File: src/rtl/axi_burst_master_p.sv
// AXI4 master: one local command -> one legality-checked AXI burst; addr valid 2 cycles after accept.
// W is combinational pass-through (1 beat/cycle); stalls come only from the slave or the wdat stream.
module axi_burst_master_p #(
  parameter int DATA_W  = 32,
  parameter int ADDR_W  = 32,
  parameter int ID_W    = 4,
  parameter int TIMEOUT = 16
) (
  input  logic                  m_axi_aclk,
  input  logic                  m_axi_aresetn,
  input  logic                  cmd_valid,
  output logic                  cmd_ready,
  input  logic                  cmd_wr,
  input  logic [ADDR_W-1:0]     cmd_addr,
  input  logic [7:0]            cmd_len,
  input  logic [1:0]            cmd_burst,
  input  logic [ID_W-1:0]       cmd_id,
  input  logic                  wdat_valid,
  output logic                  wdat_ready,
  input  logic [DATA_W-1:0]     wdat_data,
  input  logic [DATA_W/8-1:0]   wdat_strb,
  output logic                  rdat_valid,
  output logic [DATA_W-1:0]     rdat_data,
  output logic                  rdat_last,
  output logic [1:0]            rdat_resp,
  output logic                  done_valid,
  output logic [1:0]            done_resp,
  output logic [2:0]            done_err,
  output logic [ID_W-1:0]       m_axi_awid,
  output logic [ADDR_W-1:0]     m_axi_awaddr,
  output logic [7:0]            m_axi_awlen,
  output logic [2:0]            m_axi_awsize,
  output logic [1:0]            m_axi_awburst,
  output logic                  m_axi_awvalid,
  input  logic                  m_axi_awready,
  output logic [DATA_W-1:0]     m_axi_wdata,
  output logic [DATA_W/8-1:0]   m_axi_wstrb,
  output logic                  m_axi_wlast,
  output logic                  m_axi_wvalid,
  input  logic                  m_axi_wready,
  input  logic [ID_W-1:0]       m_axi_bid,
  input  logic [1:0]            m_axi_bresp,
  input  logic                  m_axi_bvalid,
  output logic                  m_axi_bready,
  output logic [ID_W-1:0]       m_axi_arid,
  output logic [ADDR_W-1:0]     m_axi_araddr,
  output logic [7:0]            m_axi_arlen,
  output logic [2:0]            m_axi_arsize,
  output logic [1:0]            m_axi_arburst,
  output logic                  m_axi_arvalid,
  input  logic                  m_axi_arready,
  input  logic [ID_W-1:0]       m_axi_rid,
  input  logic [DATA_W-1:0]     m_axi_rdata,
  input  logic [1:0]            m_axi_rresp,
  input  logic                  m_axi_rlast,
  input  logic                  m_axi_rvalid,
  output logic                  m_axi_rready
);
  localparam int SIZE = $clog2(DATA_W / 8);
  localparam int WD_W = $clog2(TIMEOUT + 1);

  typedef enum logic [2:0] {S_IDLE, S_CHECK, S_AW, S_W, S_B, S_AR, S_R, S_DONE} state_t;

  typedef struct packed {
    logic              wr;
    logic [ADDR_W-1:0] addr;
    logic [7:0]        len;
    logic [1:0]        burst;
    logic [ID_W-1:0]   id;
  } cmd_t;

  state_t          state, state_nxt;
  cmd_t            cmd_q;
  logic [8:0]      beat_cnt;
  logic [1:0]      resp_q;
  logic [2:0]      err_q;
  logic [WD_W-1:0] wd_cnt;
  logic [12:0]     burst_bytes, page_end;
  logic            wrap_ok, incr_ok, legal, last_beat, hs, wd_active;

  // A burst ending exactly on the 4 KB line stays inside the page and is legal.
  assign burst_bytes = 13'(({5'd0, cmd_q.len} + 13'd1) << SIZE);
  assign page_end    = {1'b0, cmd_q.addr[11:0]} + burst_bytes;
  assign incr_ok     = (page_end <= 13'd4096);
  assign wrap_ok     = (cmd_q.len inside {8'd1, 8'd3, 8'd7, 8'd15}) &&
                       ((cmd_q.addr[11:0] & (burst_bytes[11:0] - 12'd1)) == 12'd0);
  assign last_beat   = (beat_cnt == {1'b0, cmd_q.len});

  // Reserved burst type 2'b11 is rejected so the AXI side never sees it.
  always_comb begin
    legal = 1'b0;
    case (cmd_q.burst)
      2'b00:   legal = 1'b1;
      2'b01:   legal = incr_ok;
      2'b10:   legal = wrap_ok;
      default: legal = 1'b0;
    endcase
  end

  assign m_axi_awid    = cmd_q.id;
  assign m_axi_awaddr  = cmd_q.addr;
  assign m_axi_awlen   = cmd_q.len;
  assign m_axi_awsize  = 3'(SIZE);
  assign m_axi_awburst = cmd_q.burst;
  assign m_axi_arid    = cmd_q.id;
  assign m_axi_araddr  = cmd_q.addr;
  assign m_axi_arlen   = cmd_q.len;
  assign m_axi_arsize  = 3'(SIZE);
  assign m_axi_arburst = cmd_q.burst;
  assign m_axi_wdata   = wdat_data;
  assign m_axi_wstrb   = wdat_strb;

  always_ff @(posedge m_axi_aclk or negedge m_axi_aresetn) begin
    if (!m_axi_aresetn) state <= S_IDLE;
    else                state <= state_nxt;
  end

  always_comb begin
    state_nxt     = state;
    cmd_ready     = 1'b0;
    m_axi_awvalid = 1'b0;
    m_axi_arvalid = 1'b0;
    m_axi_wvalid  = 1'b0;
    m_axi_wlast   = 1'b0;
    wdat_ready    = 1'b0;
    m_axi_bready  = 1'b0;
    m_axi_rready  = 1'b0;
    rdat_valid    = 1'b0;
    rdat_data     = '0;
    rdat_last     = 1'b0;
    rdat_resp     = 2'b00;
    done_valid    = 1'b0;
    done_resp     = 2'b00;
    done_err      = 3'b000;
    hs            = 1'b0;
    wd_active     = 1'b0;
    case (state)
      S_IDLE: begin
        cmd_ready = m_axi_aresetn;
        if (cmd_valid) state_nxt = S_CHECK;
      end
      S_CHECK: state_nxt = !legal ? S_DONE : (cmd_q.wr ? S_AW : S_AR);
      S_AW: begin
        m_axi_awvalid = 1'b1;
        wd_active     = 1'b1;
        hs            = m_axi_awready;
        if (m_axi_awready) state_nxt = S_W;
      end
      S_W: begin
        m_axi_wvalid = wdat_valid;
        wdat_ready   = m_axi_wready;
        m_axi_wlast  = last_beat;
        wd_active    = 1'b1;
        hs           = wdat_valid && m_axi_wready;
        if (hs && last_beat) state_nxt = S_B;
      end
      S_B: begin
        m_axi_bready = 1'b1;
        wd_active    = 1'b1;
        hs           = m_axi_bvalid;
        if (m_axi_bvalid) state_nxt = S_DONE;
      end
      S_AR: begin
        m_axi_arvalid = 1'b1;
        wd_active     = 1'b1;
        hs            = m_axi_arready;
        if (m_axi_arready) state_nxt = S_R;
      end
      S_R: begin
        m_axi_rready = 1'b1;
        wd_active    = 1'b1;
        hs           = m_axi_rvalid;
        rdat_valid   = m_axi_rvalid;
        if (m_axi_rvalid) begin
          rdat_data = m_axi_rdata;
          rdat_last = m_axi_rlast;
          rdat_resp = m_axi_rresp;
          if (m_axi_rlast) state_nxt = S_DONE;
        end
      end
      S_DONE: begin
        done_valid = 1'b1;
        done_resp  = resp_q;
        done_err   = err_q;
        state_nxt  = S_IDLE;
      end
      default: state_nxt = S_IDLE;
    endcase
  end

  always_ff @(posedge m_axi_aclk or negedge m_axi_aresetn) begin
    if (!m_axi_aresetn) begin
      cmd_q    <= '0;
      beat_cnt <= '0;
      resp_q   <= 2'b00;
      err_q    <= 3'b000;
      wd_cnt   <= '0;
    end else begin
      // Watchdog only observes; it saturates and never disturbs the handshakes.
      if (wd_active) begin
        if (hs) wd_cnt <= '0;
        else if (wd_cnt != WD_W'(TIMEOUT)) begin
          wd_cnt <= wd_cnt + 1'b1;
          if (wd_cnt == WD_W'(TIMEOUT - 1)) err_q[1] <= 1'b1;
        end
      end
      case (state)
        S_IDLE: if (cmd_valid) begin
          cmd_q    <= '{wr: cmd_wr, addr: cmd_addr, len: cmd_len, burst: cmd_burst, id: cmd_id};
          beat_cnt <= '0;
          resp_q   <= 2'b00;
          err_q    <= 3'b000;
          wd_cnt   <= '0;
        end
        S_CHECK: if (!legal) begin
          err_q[0] <= 1'b1;
          resp_q   <= 2'b10;
        end
        S_W: if (wdat_valid && m_axi_wready) beat_cnt <= beat_cnt + 9'd1;
        S_B: if (m_axi_bvalid) begin
          resp_q <= m_axi_bresp;
          if (m_axi_bid != cmd_q.id) err_q[2] <= 1'b1;
        end
        S_R: if (m_axi_rvalid) begin
          beat_cnt <= beat_cnt + 9'd1;
          if (m_axi_rid != cmd_q.id) err_q[2] <= 1'b1;
          if (m_axi_rlast && !last_beat) resp_q <= 2'b10;
          else if (m_axi_rresp > resp_q) resp_q <= m_axi_rresp;
        end
        default: ;
      endcase
    end
  end
endmodule

File: config.mk
export PLATFORM = sky130hd
export DESIGN_NAME = axi_burst_master_p
export DESIGN_NICKNAME = d
export VERILOG_FILES = /design/src/rtl/axi_burst_master_p.sv
export SDC_FILE = /design/constraint.sdc
export NUM_CORES = 1
export LEC_CHECK = 0
export ABC_AREA = 1
export BUFFER_PORTS_ARGS = -buffer_cell sky130_fd_sc_hd__buf_2
export CAP_MARGIN = 15
export CORE_AREA = 2 2 126 128
export DETAILED_ROUTE_END_ITERATION = 8
export DIE_AREA = 0 0 128 130
export GPL_ROUTABILITY_DRIVEN = 1
export PLACE_DENSITY = 0.7
export SYNTH_ARGS = -nofsm -noshare
export SYNTH_HDL_FRONTEND = slang
export SYNTH_SLANG_ARGS = --single-unit
File: constraint.sdc
create_clock -name m_axi_aclk -period 3.2 [get_ports m_axi_aclk]
set_input_delay 0.64 -clock m_axi_aclk [delete_from_list [all_inputs] [get_ports m_axi_aclk]]
set_output_delay 0.64 -clock m_axi_aclk [all_outputs]
set_load 0.02 [all_outputs]
# Word level (Yosys, flattened, before mapping)

Cells that the tools add are included.

Flip-flop bits (word level): 69
Latch bits: 0
Bits in writable memories: 0
Memory bits (read-only): 0
Input bits: 137
Output and inout port bits: 184
Logic and storage cells: 130
Memories: 0

$add $sub $neg: 5
$mul: 0
Divide/modulo/power cells: 0
Order comparisons: 2
Equality and inequality tests: 30
Shift operators: 0
Multiplexer cells: 60
Bitwise gates (word level): 1
Reductions and logical operators: 20

Operators with widths:

| kind                                                   | count |
|---|---|
| 2-to-1 mux 32 bit                                      | 2 |
| 2-to-1 mux 3 bit                                       | 11 |
| 2-to-1 mux 9 bit                                       | 3 |
| case mux 9 bit (3 select lines)                        | 1 |
| 2-to-1 mux 5 bit                                       | 5 |
| case mux 3 bit (8 select lines)                        | 1 |
| 2-to-1 mux 1 bit                                       | 23 |
| inequality test 2 bit, second input constant           | 11 |
| 2-to-1 mux 2 bit                                       | 9 |
| adder 12 x 11 -> 13 bit                                | 1 |
| less-or-equal comparator 13 bit, second input constant | 1 |
| bitwise AND 12 bit                                     | 1 |
| == test 3 bit, second input constant                   | 4 |
| logical NOT 12 bit                                     | 1 |
| AND reduction 6 bit                                    | 2 |
| subtractor 11 x 1 -> 12 bit, second input constant     | 1 |
| adder 8 x 1 -> 9 bit, second input constant            | 1 |
| adder 9 x 1 -> 9 bit, second input constant            | 1 |
| == test 9 x 8 -> 1 bit                                 | 1 |
| == test 8 x 1 -> 1 bit, second input constant          | 1 |
| == test 8 x 2 -> 1 bit, second input constant          | 1 |
| == test 8 x 3 -> 1 bit, second input constant          | 1 |
| == test 8 x 4 -> 1 bit, second input constant          | 1 |
| inequality test 4 bit                                  | 2 |
| 25 further kinds                                       | 32 |

# Logic depth before layout (Yosys ltp)

Depth after elaboration: 8
Mapped depth: 26
Mapped depth without buffers: 25

# Least setup slack after synthesis

No wires, ideal clock.

Path type: register to register
From: register cmd_q (netlist bit m_axi_arlen[0])
To: register state[1]
Arrival: 2.494 ns
Data required time: 3.084 ns
Slack: 0.589 ns
Cell stages (with the launch flop): 24
Path buffers: 0
Period minus slack after synthesis: 2.611 ns
Cell sequence: dfrtp_1 ha_1 nand3_1 nand2_1 nand2_2 ha_1 nand2_1 inv_1 nand2_1 nand2_1 nor2_1 nor2_1 nand3_1 nand2_1 nand2_1 nand2_1 nor2_1 nand2_1 nand2_1 nand2_1 nand2_2 nand3_1 nand2_1 nand2_1

Longest elaborated chain between the ends: 8

RTL lines:

| what                                                            | line | text |
|---|---|---|
| from (decl)                                                     | 73   | `cmd_t cmd_q;` |
| from (signal assigned)                                          | 209  | `cmd_q <= '{wr: cmd_wr, addr: cmd_addr, len: cmd_len, burst: cmd_burst, id: cmd_id};` |
| branches (longest 8 deep; another with adder 12 x 11 -> 13 bit) | --   |  |
| to (signal assigned)                                            | 115  | `else state <= state_nxt;` |
| to (decl)                                                       | 72   | `state_t state, state_nxt;` |

Several ways; the timed one is not identified.
A chain may end at the register's enable or synchronous reset.

# Final worst setup path

From: register cmd_q (netlist bit m_axi_arlen[0])
To: register state[2]

Same word-level chain as after synthesis.

==> impl_metrics.toml <==
[synthesis]
ys_ff_latch = 69
synth_top_family_by_area = "simple AND/OR/NAND/NOR gates"
synth-xor-area-share_pct = 1.68
yosys.area_share.simple_pct = 32.5
avgSynthCellArea_sq_um = 6.80
syn_inst = 844
synth_seq_area_share_pct = 30.1
netlist_area_sq_um = 5740
ys_types = 34
synthMuxAreaShare_pct = 0
synth_compound_area_share_pct = 6.17
yosys_warnings = 0
synthAdderAreaFrac_pct = 4.05

[setup_path]
crit_type = "register to register"
start_kind = "register"
arrival_ns = 3.07
reg2reg_depth = 23
cp-end-kind = "register"
worstPathMaxFanout = 10
required_ns = 3.43

[place]
placed_cells = 1131
dp_hpwl_um = 12700
routabilityCongestion = 0.912
port_buffers = 242

[cts]
post_cts_buffers = 0
insertion_delay_ns = 0.34
root_buffer = "clkbuf_16"
cts_made_buffers = 9
cts_max_level = 3
clk_pin_slew_worst_paths_ns = 0.06
clock_path_buffers = 2
cts_tree = "done"
cts.sinks = 69
hold_buffers = 0

[grt]
gr-total-overflow = 0
grt_max_degree = 70
grt_pass1_wl_um = 24400
grt_pass1_vias = 4862
antenna_found_initial = 0
grt.total_usage_pct = 18.7

[routing]
drtIter0Drc = 257
drcViolationCount = 0
dr.pass1.iters = 5
route.vias.total = 5394
post_drt_wl_per_cell_um = 14.0
postRouteAntennaNets = 0
via_per_inst = 4.70
wl_um = 16000

[timing]
setup_viol_count_final = 0
min_period_ns = 2.84
worst_slew_pin_slew_ns = 0.886
hold_violations = 0
drv_slew = 0
tns_ns = 0
relSlewSlack_pct = 40.9
rsz0062_at_grt = "false"
fmax_ghz = 0.353
skew_ns = 0.00718
period_share_pct = 88.6

[worst_hold_path]
min_path_type = "register to register"
hold_depth = 2

[layout]
syn_to_final_growth_pct = 12.2
diodes = 0
nets = 1105
layout-drive-gt1-share_pct = 31.8
finalNonFillerCells = 1147

[power]
max-vdd-ir-drop_mv = 0.374
p_per_area_nw_per_um2 = 1040
leakagePower_uw = 0.00375

[floorplan]
core_sq_um = 15400
fp.dieH_um = 130
row_count = 46
start_util_pct = 37.2
die_area_sq_um = 16600
ioPinCount = 321
die_x_um = 128

[status]
status = "completed"

[job]
drv_cap = 0
[where the power goes]
| group | switching (uW) | internal, uW |
|---|---|---|
| clock | 407 | 606 |
| combinational | 2640 | 1300 |
| sequential | 483 | 1260 |
| total | 3530 | 3170 |
[stage by stage]
stage               hold WS (ns)  cell area [sq um]  total power, uW  utilization [%]  setup slack, ns
CTS                        0.487               6430             6730             41.7            0.235
floorplan                  0.344               5750             5300                -            0.589
global route               0.491               6440             7320             41.7          0.00984
finish                     0.484               6440             6690             41.7            0.363
detailed placement         0.471               6130             5700             39.7            0.233
global placement           0.469               6130             5620             39.7            0.351
[per-layer routing]
layer	wire, um	GRT usage [%]	part of all wire (%)
met3	972	4.22	6.1
met2	8190	34.2	51
met5	0	0	0
met4	296	6.14	1.8
met1	6550	21.7	41
[final cells by class]
cell class | instances | area [sq um]
timing repair buffer | 249 | 1260
sequential | 69 | 1730
tap | 192 | 240
multi-input combinational | 535 | 2580
inverter | 86 | 323
fill | 1634 | 8990
clock inverter | 7 | 73.8
clock buffer | 9 | 225
[timing repair]
action / CTS / global route
hold endpoints to repair: 0 / 0
setup endpoints to repair: 0 / 5
resized for setup: 0 / 5
[critical path, stage by stage (launching register included)]
cell	delay, ns
dfrtp_2	0.46
ha_2	0.26
nand3_1	0.11
nand2_1	0.09
nand2_2	0.11
ha_1	0.35
nand2_1	0.10
inv_1	0.04
nand2_1	0.05
nand2_1	0.04
nor2_1	0.17
nor2_1	0.06
nand3_1	0.09
nand2_1	0.08
nand2_1	0.07
nand2_1	0.04
nor2_1	0.09
nand2_1	0.05
nand2_1	0.11
nand2_1	0.08
nand2_2	0.08
nand3_1	0.08
nand2_1	0.07
nand2_1	0.05
[kinds of logic after synthesis]
logic type,count (synthesis)
xor+xnor,11
flops,69
buf+inv,244
other cells,2
simple gates,436
fa+ha+maj,18
compound gates,64
[state kept, by name (all words and copies together) (netlist names)]
signal and flops:
cmd_q 1, m_axi_arid 4, m_axi_arburst 2, m_axi_arlen 8, m_axi_araddr 32, wd_cnt 5
state 3, beat_cnt 9, resp_q 2, err_q 3
[cell usage after synthesis]
library cell    n  share of area (%)
nand4_1        10                1.1
nor3_1          9               0.78
nand2_2        10                1.1
o22ai_1         3               0.33
clkbuf_1       14               0.92
nor2_4          4               0.78
nand3_2         8                1.4
buf_4         136                 18
nor2_2          5               0.55
nor4_1          2               0.22
dfrtp_1        69                 30
a21oi_1        22                1.9
nor2_1         86                5.6
a31oi_1         1               0.11
inv_2           5               0.33
fa_1            1               0.35
nand2_1       259                 17
xor2_1          9                1.4
ha_1           17                3.7
o21ai_0        27                2.4
buf_1           3               0.20
o2111ai_1       1               0.15
buf_6           4               0.78
nand4_2         1               0.22
nor3b_1         3               0.39
o21a_1          2               0.26
buf_2           1              0.087
conb_1          2               0.13
inv_1          81                5.3
nand3_1        39                3.4
a211oi_1        5               0.65
xnor2_1         2               0.31
o41ai_1         2               0.31
o21ai_1         1              0.087
[path summary, 6_finish.rpt]
path,from,endpoint,slack (ns)
min,m_axi_araddr[26]$_DFFE_PN0P_,m_axi_araddr[26]$_DFFE_PN0P_,0.48
max in group asynchronous,m_axi_aresetn,m_axi_arlen[1]$_DFFE_PN0P_,2.04
min in group asynchronous,m_axi_aresetn,err_q[2]$_DFFE_PN0P_,0.52
max,m_axi_arlen[0]$_DFFE_PN0P_,state[2]$_DFFE_PN0P_,0.36
max reg2reg,m_axi_arlen[0]$_DFFE_PN0P_,state[2]$_DFFE_PN0P_,0.36
min reg2reg,m_axi_araddr[26]$_DFFE_PN0P_,m_axi_araddr[26]$_DFFE_PN0P_,0.48
[cell usage in the layout, fill, tap and decap left out, drive strengths merged, types with 9 or more instances in the layout]
cell type  instances
nand2            269
buf              249
nor2              95
inv               87
dfrtp             69
nand3             47
o21ai             28
a21oi             22
ha                17
nand4             11
xor2               9
nor3               9
clkbuf             9
Power figures use the tool's default switching activity.
